$ cat src/rtl/select_3d_array_pkg.sv
// select_3d_array_pkg
//   Shared definitions for the select_3d_array_stream block.
//   - CNT_W          : width of the accepted-beat counter
//   - DEF_*          : default array geometry, used by array_t
//   - array_t        : one ROWS x COLS array of BIT_WIDTH elements at default geometry
//   - zero_array()   : all-zero array_t
//   - sel_in_range() : true when a select index addresses an existing source
package select_3d_array_pkg;

    localparam int CNT_W         = 16;
    localparam int DEF_BIT_WIDTH = 4;
    localparam int DEF_ROWS      = 8;
    localparam int DEF_COLS      = 8;

    typedef logic [DEF_ROWS-1:0][DEF_COLS-1:0][DEF_BIT_WIDTH-1:0] array_t;

    function automatic array_t zero_array();
        return '0;
    endfunction

    function automatic logic sel_in_range(input int unsigned idx, input int unsigned sources);
        return idx < sources;
    endfunction

endpackage

$ cat src/rtl/select_3d_array_stream_skid_buffer.sv
// array_skid_buffer
//   Two-entry valid/ready storage for one flattened array. in_ready is a
//   register, so there is no combinational path from out_ready to in_ready.
//   A beat pushed into an empty buffer is visible on out_data the next cycle.
// Ports
//   clk, rst_n           : clock, asynchronous active-low reset (empties both entries)
//   in_valid/in_ready    : upstream handshake, in_data is the pushed word
//   out_valid/out_ready  : downstream handshake, out_data is the oldest entry
module array_skid_buffer #(
    parameter int DATA_W = 256
) (
    input  logic              clk,
    input  logic              rst_n,
    input  logic              in_valid,
    output logic              in_ready,
    input  logic [DATA_W-1:0] in_data,
    output logic              out_valid,
    input  logic              out_ready,
    output logic [DATA_W-1:0] out_data
);

    logic [DATA_W-1:0] mem_q [2];
    logic [DATA_W-1:0] mem_d [2];
    logic              rd_ptr_q, rd_ptr_d;
    logic              wr_ptr_q, wr_ptr_d;
    logic [1:0]        count_q, count_d;
    logic              in_ready_q, in_ready_d;
    logic              push, pop;

    assign in_ready  = in_ready_q;
    assign out_valid = (count_q != 2'd0);
    assign out_data  = mem_q[rd_ptr_q];

    always_comb begin
        push     = in_valid && in_ready_q;
        pop      = out_valid && out_ready;
        mem_d    = mem_q;
        rd_ptr_d = rd_ptr_q;
        wr_ptr_d = wr_ptr_q;
        count_d  = count_q;
        if (push) begin
            mem_d[wr_ptr_q] = in_data;
            wr_ptr_d        = ~wr_ptr_q;
        end
        if (pop) begin
            rd_ptr_d = ~rd_ptr_q;
        end
        case ({push, pop})
            2'b10:   count_d = count_q + 2'd1;
            2'b01:   count_d = count_q - 2'd1;
            default: count_d = count_q;
        endcase
        // Ready is decided one cycle ahead from the next occupancy, so the
        // upstream only stalls once both entries are actually full.
        in_ready_d = (count_d != 2'd2);
    end

    always_ff @(posedge clk or negedge rst_n) begin
        if (!rst_n) begin
            mem_q[0]   <= '0;
            mem_q[1]   <= '0;
            rd_ptr_q   <= 1'b0;
            wr_ptr_q   <= 1'b0;
            count_q    <= 2'd0;
            in_ready_q <= 1'b1;
        end else begin
            mem_q      <= mem_d;
            rd_ptr_q   <= rd_ptr_d;
            wr_ptr_q   <= wr_ptr_d;
            count_q    <= count_d;
            in_ready_q <= in_ready_d;
        end
    end

endmodule

$ cat src/rtl/select_3d_array_stream.sv
// select_3d_array_stream
//   Registered N-way selector for 3-D arrays with valid/ready handshake.
//   Each accepted beat offers SOURCES candidate arrays and an index; the
//   indexed array (or all zeros when the index is out of range) is emitted
//   one cycle later.
// Ports
//   clk, rst_n          : clock, asynchronous active-low reset
//   in_valid/in_ready   : input beat handshake (in, sel)
//   sel                 : source index, SEL_W bits
//   in                  : SOURCES x ROWS x COLS elements of BIT_WIDTH bits
//   out_valid/out_ready : output beat handshake
//   out                 : selected ROWS x COLS array
//   sel_err             : sticky, set by an accepted beat with sel >= SOURCES
//   err_clr             : synchronous clear of sel_err (a new error wins)
//   beat_cnt            : accepted-beat counter, wraps at 16 bits
// Configuration
//   SELECT_3D_ARRAY_SKID_EN : when defined, output goes through a 2-entry
//   skid buffer with registered in_ready; otherwise a single output register
//   with in_ready = !out_valid || out_ready.
module select_3d_array_stream
    import select_3d_array_pkg::*;
#(
    parameter  int BIT_WIDTH = 4,
    parameter  int ROWS      = 8,
    parameter  int COLS      = 8,
    parameter  int SOURCES   = 4,
    localparam int SEL_W     = $clog2(SOURCES)
) (
    input  logic                                                clk,
    input  logic                                                rst_n,
    input  logic                                                in_valid,
    output logic                                                in_ready,
    input  logic [SEL_W-1:0]                                    sel,
    input  logic [SOURCES-1:0][ROWS-1:0][COLS-1:0][BIT_WIDTH-1:0] in,
    output logic                                                out_valid,
    input  logic                                                out_ready,
    output logic [ROWS-1:0][COLS-1:0][BIT_WIDTH-1:0]            out,
    output logic                                                sel_err,
    input  logic                                                err_clr,
    output logic [CNT_W-1:0]                                    beat_cnt
);

    logic [ROWS-1:0][COLS-1:0][BIT_WIDTH-1:0] sel_data;
    logic                                     sel_ok;
    logic                                     accept;
    logic [CNT_W-1:0]                         beat_cnt_q, beat_cnt_d;
    logic                                     sel_err_q, sel_err_d;

    always_comb begin
        sel_ok   = sel_in_range(32'(sel), 32'(SOURCES));
        sel_data = '0;
        if (sel_ok) begin
            sel_data = in[sel];
        end
    end

    assign accept = in_valid && in_ready;

    always_comb begin
        beat_cnt_d = beat_cnt_q;
        if (accept) begin
            beat_cnt_d = beat_cnt_q + 16'd1;
        end
        // A fresh error outranks a clear in the same cycle.
        sel_err_d = sel_err_q;
        if (accept && !sel_ok) begin
            sel_err_d = 1'b1;
        end else if (err_clr) begin
            sel_err_d = 1'b0;
        end
    end

    always_ff @(posedge clk or negedge rst_n) begin
        if (!rst_n) begin
            beat_cnt_q <= '0;
            sel_err_q  <= 1'b0;
        end else begin
            beat_cnt_q <= beat_cnt_d;
            sel_err_q  <= sel_err_d;
        end
    end

    assign beat_cnt = beat_cnt_q;
    assign sel_err  = sel_err_q;

`ifdef SELECT_3D_ARRAY_SKID_EN
    localparam int DATA_W = ROWS * COLS * BIT_WIDTH;

    logic [DATA_W-1:0] skid_in_data;
    logic [DATA_W-1:0] skid_out_data;

    assign skid_in_data = sel_data;
    assign out          = skid_out_data;

    array_skid_buffer #(
        .DATA_W (DATA_W)
    ) u_skid (
        .clk       (clk),
        .rst_n     (rst_n),
        .in_valid  (in_valid),
        .in_ready  (in_ready),
        .in_data   (skid_in_data),
        .out_valid (out_valid),
        .out_ready (out_ready),
        .out_data  (skid_out_data)
    );
`else
    logic                                     out_valid_q, out_valid_d;
    logic [ROWS-1:0][COLS-1:0][BIT_WIDTH-1:0] out_q, out_d;

    assign in_ready = !out_valid_q || out_ready;

    always_comb begin
        out_valid_d = out_valid_q;
        out_d       = out_q;
        if (accept) begin
            // Covers the simultaneous drain+accept case: new beat replaces old.
            out_valid_d = 1'b1;
            out_d       = sel_data;
        end else if (out_ready) begin
            out_valid_d = 1'b0;
        end
    end

    always_ff @(posedge clk or negedge rst_n) begin
        if (!rst_n) begin
            out_valid_q <= 1'b0;
            out_q       <= '0;
        end else begin
            out_valid_q <= out_valid_d;
            out_q       <= out_d;
        end
    end

    assign out_valid = out_valid_q;
    assign out       = out_q;
`endif

endmodule
$ cat config.mk
export PLATFORM = sky130hd
export DESIGN_NAME = select_3d_array_stream
export DESIGN_NICKNAME = d
export VERILOG_FILES = /design/src/rtl/select_3d_array_pkg.sv /design/src/rtl/select_3d_array_stream_skid_buffer.sv /design/src/rtl/select_3d_array_stream.sv
export SDC_FILE = /design/constraint.sdc
export NUM_CORES = 1
export LEC_CHECK = 0
export ABC_CLOCK_PERIOD_IN_PS = 4380
export CORE_AREA = 4 4 504 506
export DETAILED_ROUTE_END_ITERATION = 10
export DIE_AREA = 0 0 508 510
export PLACE_DENSITY_LB_ADDON = 0.3
export SLEW_MARGIN = 20
export SYNTH_ARGS = -nofsm -noshare
export SYNTH_HDL_FRONTEND = slang
export SYNTH_HIERARCHICAL = 1
export SYNTH_SLANG_ARGS = --single-unit
$ cat constraint.sdc
create_clock -name clk -period 4.38 [get_ports clk]
set_input_delay 0.657 -clock clk [delete_from_list [all_inputs] [get_ports clk]]
set_output_delay 0.657 -clock clk [all_outputs]
set_load 0.02 [all_outputs]
==> results.yml, run 1 <==
grt:
  grt_max_degree: 76
  grt_pass1_wl_mm: 227.5
  grt_pass1_vias: 19615
  antenna_found_initial: 205
  grtUsageTotal: 0.1379
  overflow: 0
timing:
  rsz0062_at_grt: "no"
  slew_headroom: 0.4472
  finalHoldViolations: 0
  fmax_mhz: 344.8
  final.setup.tns_ns: 0
  fin_crit_ns: 2.901
  setup_viol: 0
  finClkSkew_ns: 0.03051
  tightest_slew_ns: 0.8266
  fin_crit_sh: 0.6622
  worst_slack_ns: 1.479
  drv_slew: 0
synth:
  synth.yosys.seq_area_share: 0.4129
  syn_nets: 2490
  synth_area_sq_um: 16550
  yosysTopAreaCellShare: 0.4129
  synth_cells: 1458
  synth_area_leaders: "dfrtp_1 41%, mux4_2 35%, nand2_1 18%, buf_2 2.3%, buf_6 1.9%"
  synth.largest_area_cell: "dfrtp_1"
  ys_warn_count: 6
  synth.avg_cell_area_sq_um: 11.35
  yosys_register_bits: 273
  ys_types: 23
pwr:
  p_leak_nw: 13.53
  power_density_nw_per_um2: 317.1
  peakVddDrop_v: 0.0002358
place:
  place_congestion: 0.9288
  io_buffers: 1303
  dpl.hpwl_mm: 166.5
  dp_slack_ns: 1.487
worst_setup_path:
  path_max_fanout: 4
  end_kind: "output port"
  cpPeakStageDelay_ns: 0.87
  cpLargestDelayFamily: "buffers and inverters"
  critPathArrivalTime_ns: 2.24
  start_kind: "input port"
  cp_common_cell: "clkdlybuf4s50_1"
  critPathRequiredTime_ns: 3.72
  path_class: "in -> out"
  cp_num_buf_inv: 3
  crit_slowest_cell: "clkdlybuf4s50_1"
  crit_path_cell_trace: "clkdlybuf4s50_1, nor2b_4, inv_2, clkdlybuf4s50_1"
clock_tree:
  cts_tree: "yes"
  clock_sinks: 273
  cts_buffer_depth: 3
  cts_buffers: 45
  postCtsSetupBuffers: 0
  clk_latency_ns: 0.65
  htree_num_levels: 2
  ctsResizeCount: 0
  clockRootBuffer: "clkbuf_16"
  path_clk_slew_ns: 0.06
detailed_routing:
  vias_per_cell: 3.022
  wl_per_cell_um: 30.25
  final_antenna_net_count: 0
  drc: 0
  initialDrtViolationCount: 955
  num_vias: 18676
  wl_mm: 186.9
  drt-pass1-iter-count: 6
cells_and_area:
  areaGrowthSynthToFinish_pct: 113.7
  drive_above_1_share: 0.1430
  final_nets: 3789
  multiInputGateArea_sq_um: 8979
  final.fill_count: 28380
  seqCellArea_sq_um: 6832
die:
  die_h_um: 510
  die_area_sq_um: 259100
  rows: 184
  start_util: 0.06618
  coreArea_sq_um: 250000
  pin_count: 1306
  die_width_um: 508
outcome:
  status: "complete, no violations"
min_path:
  min_path_type: "reg -> reg"
job:
  maxCapViolations: 0
==> final timing paths <==
check                          start  endpoint  slack (ns)  cells after the start
hold / removal               out[71]   out[71]        0.47                      2
hold reg to reg              out[71]   out[71]        0.47                      2
max in group asynchronous      rst_n   out[51]        2.73                      3
setup reg to reg           out_valid  out[225]        2.31                      6
min in group asynchronous      rst_n   out[97]        0.56                      2
setup / recovery           out_ready  in_ready        1.48                      4
==> power breakdown <==
| part | internal, mW | total (mW) | switching [mW] |
|---|---|---|---|
| Sequential | 2.93 | 3.19 | 0.262 |
| Clock | 2.18 | 3.75 | 1.57 |
| Combinational | 2.08 | 4.28 | 2.20 |
==> layout make-up <==
cell class | count | share of cell area
sequential | 273 | 0.1932
clock buffer | 66 | 0.03810
inverter | 1 | 0.0001061
clock inverter | 14 | 0.003326
tap | 3348 | 0.1185
multi-input combinational | 1069 | 0.2539
timing repair buffer | 1367 | 0.3900
antenna | 42 | 0.002972
==> metrics by stage <==
step	power, mW	util	instances	hold WS, ns	instance area, sq um
floorplan	4.667	-	1458	0.3614	16550
global placement	7.658	0.1351	6057	0.4604	33780
detailed placement	7.662	0.1351	6057	0.4616	33780
CTS	11.65	0.1410	6138	0.4747	35260
global route	11.86	0.1412	6153	0.4933	35300
finish	11.22	0.1414	6180	0.4705	35360
==> worst min-delay path, delay by kind of cell (launching register included) <==
kind | cells | cell delay [ns]
and+or+nand+nor | 2 | 0.10
DFF | 1 | 0.33
==> flip-flops by register name, summed over array words and instances, names as in the netlist <==
register / flops
beat_cnt: 16
out_valid: 1
out: 256
==> Yosys cell counts <==
library cell,n
buf_4,2
nor3_1,1
buf_1,3
inv_2,1
nand2b_1,1
xor2_1,4
ha_1,1
nand3_1,3
nor2b_4,1
nand2_1,778
and2_1,2
xnor2_1,11
nor4b_2,1
and4_1,3
and3_1,1
mux4_2,256
buf_6,28
dfrtp_1,273
buf_2,75
conb_1,1
nor3_2,1
nand4_1,4
clkbuf_1,7
==> layout by cell type, fill, tap and decap left out, types with 6 or more instances in the layout <==
| cell type | instances |
|---|---|
| clkinv_2 | 6 |
| mux4_2 | 256 |
| buf_4 | 43 |
| xnor2_1 | 11 |
| nand2_1 | 777 |
| clkbuf_16 | 47 |
| clkbuf_1 | 9 |
| clkbuf_8 | 10 |
| clkdlybuf4s50_1 | 1300 |
| buf_12 | 20 |
| dfrtp_1 | 273 |
| diode_2 | 42 |
==> routing by layer <==
| metal | global-route usage | up-vias | wire length [um] |
|---|---|---|---|
| li1 | - | 7785 | - |
| met1 | 0.1437 | 9111 | 64740 |
| met2 | 0.2310 | 1222 | 87260 |
| met3 | 0.09068 | 394 | 28550 |
| met4 | 0.03069 | 164 | 5329 |
| met5 | 0 | - | 1053 |
==> what timing repair did <==
item                                    in CTS  in global routing
hold buffers                                 1                  0
endpoints found under the setup margin       0                  0
hold endpoints to repair                    41                  0
==> cell families after synthesis <==
logic type / share of synthesized area
other: 0.0002266
muxes: 0.3484
and+or+nand+nor: 0.1846
DFF: 0.4129
buffers and inverters: 0.04514
adders and majority gates: 0.0007560
xor gates and xnor gates: 0.007939
(Power assumes the default switching activity.)
==> run 2: changes to the inputs <==
--- a/config.mk
+++ b/config.mk
@@ -5,10 +5,10 @@
 export SDC_FILE = /design/constraint.sdc
 export NUM_CORES = 1
 export LEC_CHECK = 0
-export ABC_CLOCK_PERIOD_IN_PS = 4380
-export CORE_AREA = 4 4 504 506
+export ABC_CLOCK_PERIOD_IN_PS = 3000
+export CORE_AREA = 4 4 510 512
 export DETAILED_ROUTE_END_ITERATION = 10
-export DIE_AREA = 0 0 508 510
+export DIE_AREA = 0 0 514 516
 export PLACE_DENSITY_LB_ADDON = 0.3
 export SLEW_MARGIN = 20
 export SYNTH_ARGS = -nofsm -noshare
==> constraint.sdc (replaced) <==
create_clock -name clk -period 3 [get_ports clk]
set_input_delay 0.45 -clock clk [delete_from_list [all_inputs] [get_ports clk]]
set_output_delay 0.45 -clock clk [all_outputs]
set_load 0.02 [all_outputs]
==> run 2 against run 1 <==
Sequential power rose by 46%. Worst setup slack got worse by 0.86 ns. Combinational power rose by 48%. Clock power rose by 35%. Clock-buffer cell count fell by 9. Critical path type is now reg -> out. Largest cell class unchanged.
==> results.yml, run 2 (same netlist as run 1, synthesis figures left out) <==
grt:
  grt_pass1_wl_mm: 228.4
  grt_max_degree: 66
  antenna_found_initial: 156
  grtUsageTotal: 0.1350
  grt_pass1_vias: 19800
  overflow: 0
die:
  coreArea_sq_um: 255800
  die_h_um: 516
  start_util: 0.06470
  die_width_um: 514
  pin_count: 1306
  die_area_sq_um: 265200
  rows: 186
pwr:
  internal_power_mw: 10.40
  sequentialPowerShare: 0.290
  p_switching_mw: 5.681
  combPwrFrac: 0.395
  swShare: 0.3533
  p_leak_nw: 13.65
  power_density_nw_per_um2: 452.6
  p_clk_frac: 0.316
  peakVddDrop_v: 0.0003106
worst_setup_path:
  critical_path.startpoint: "out[146]"
  critPathRequiredTime_ns: 2.55
  critPathArrivalTime_ns: 1.93
  path_max_fanout: 2
  cpPeakStageDelay_ns: 0.86
  cp_num_buf_inv: 1
  worstReg2RegStart: "out_valid"
  crit_slowest_cell: "clkdlybuf4s50_1"
  end_kind: "output port"
  path_class: "reg -> out"
  crit_path_cell_trace: "clkdlybuf4s50_1"
  cpLargestDelayFamily: "buffers and inverters"
  start_kind: "register"
timing:
  fmax_mhz: 420.5
  finalHoldViolations: 0
  final.setup.tns_ns: 0
  fin_crit_sh: 0.7927
  finClkSkew_ns: 0.01263
  drv_slew: 0
  slew_headroom: 0.5221
  tightest_slew_ns: 0.7145
  setup_viol: 0
  rsz0062_at_grt: "no"
  fin_crit_ns: 2.378
clock_tree:
  cts_buffer_depth: 3
  htree_num_levels: 2
  ctsResizeCount: 0
  path_clk_slew_ns: 0.06
  postCtsSetupBuffers: 0
  clock_sinks: 273
  clk_latency_ns: 0.61
  cts_tree: "yes"
  clockRootBuffer: "clkbuf_16"
  cts_buffers: 40
job:
  maxCapViolations: 0
detailed_routing:
  wl_mm: 186.6
  drt-pass1-iter-count: 5
  drc: 0
  num_vias: 18448
  wl_per_cell_um: 29.96
  initialDrtViolationCount: 1027
  vias_per_cell: 2.962
  final_antenna_net_count: 0
cells_and_area:
  final_nets: 3817
  mostFrequentLayoutCell: "clkdlybuf4s50_1"
  final_cells: 6229
  mostFrequentLayoutCells: "1288 x clkdlybuf4s50_1, 777 x nand2_1, 273 x dfrtp_1"
  areaGrowthSynthToFinish_pct: 114.7
  drive_above_1_share: 0.1550
  largest_reg_flops: 256
  final.fill_count: 28836
place:
  dpl.hpwl_mm: 168.5
  place_congestion: 0.9001
  dpl.cell_count: 6126
  io_buffers: 1303
outcome:
  status: "complete, no violations"
min_path:
  min_path_type: "in -> async"
==> run 2: repair_timing <==
item                                   4_1_cts  5_1_grt
endpoints found under the hold margin       32        0
setup endpoints to repair                    0        0
hold buffers                                 1        0
==> run 2: worst paths after layout <==
check	endpoint	slack, ns	cells past startpoint
worst min-delay path	out[237]	0.38	2
worst min register to register	out[148]	0.47	2
worst max-delay path	out[146]	0.62	1
min in group clk	out[143]	0.44	4
worst max register to register	out[193]	1.22	7
max in group asynchronous	out[193]	1.75	3
==> run 2: metrics by stage <==
stage          hold slack, ns  utilization  power (mW)  setup WS (ns)  instance area, sq um
4_1_cts                0.3274       0.1386       16.70         0.4092                 35450
3_3_place_gp           0.4515       0.1333       11.30         0.6987                 34080
6_report               0.3771       0.1389       16.08         0.6220                 35530
3_5_place_dp           0.4530       0.1333       11.30         0.6516                 34080
5_1_grt                0.3652       0.1387       17.02         0.4156                 35480
2_1_floorplan          0.1544            -       6.814          1.405                 16550
==> run 2: layout make-up <==
type,instances,area [sq um],share of cell area
antenna,32,80.08,0.002254
timing repair buffer,1400,14050,0.3953
clock inverter,13,180.2,0.005071
inverter,1,3.754,0.0001056
sequential,273,6832,0.1923
clock buffer,57,1176,0.03310
multi-input combinational,1069,8979,0.2527
tap,3384,4234,0.1192
==> run 2: per-layer routing <==
layer / track usage / part of all wire
met1: 0.1399 / 0.35
met5: 0 / 0.0037
met4: 0.03480 / 0.030
met2: 0.2361 / 0.49
met3: 0.07412 / 0.13
==> run 2: power groups by stage <==
stage / Sequential, mW / Clock (mW) / Combinational, mW
2_1_floorplan: 5.39 / 0 / 1.43
3_3_place_gp: 4.72 / 0 / 6.58
3_5_place_dp: 4.73 / 0 / 6.57
4_1_cts: 4.68 / 5.42 / 6.60
5_1_grt: 4.75 / 5.49 / 6.78
6_report: 4.66 / 5.07 / 6.35
==> run 2: worst reg2reg max path: stages (launching register included) <==
cell	delay (ns)
dfrtp_1	0.38
nor2b_4	0.15
inv_2	0.11
and2_4	0.24
buf_12	0.24
buf_12	0.37
nand2_1	0.15
nand2_1	0.07
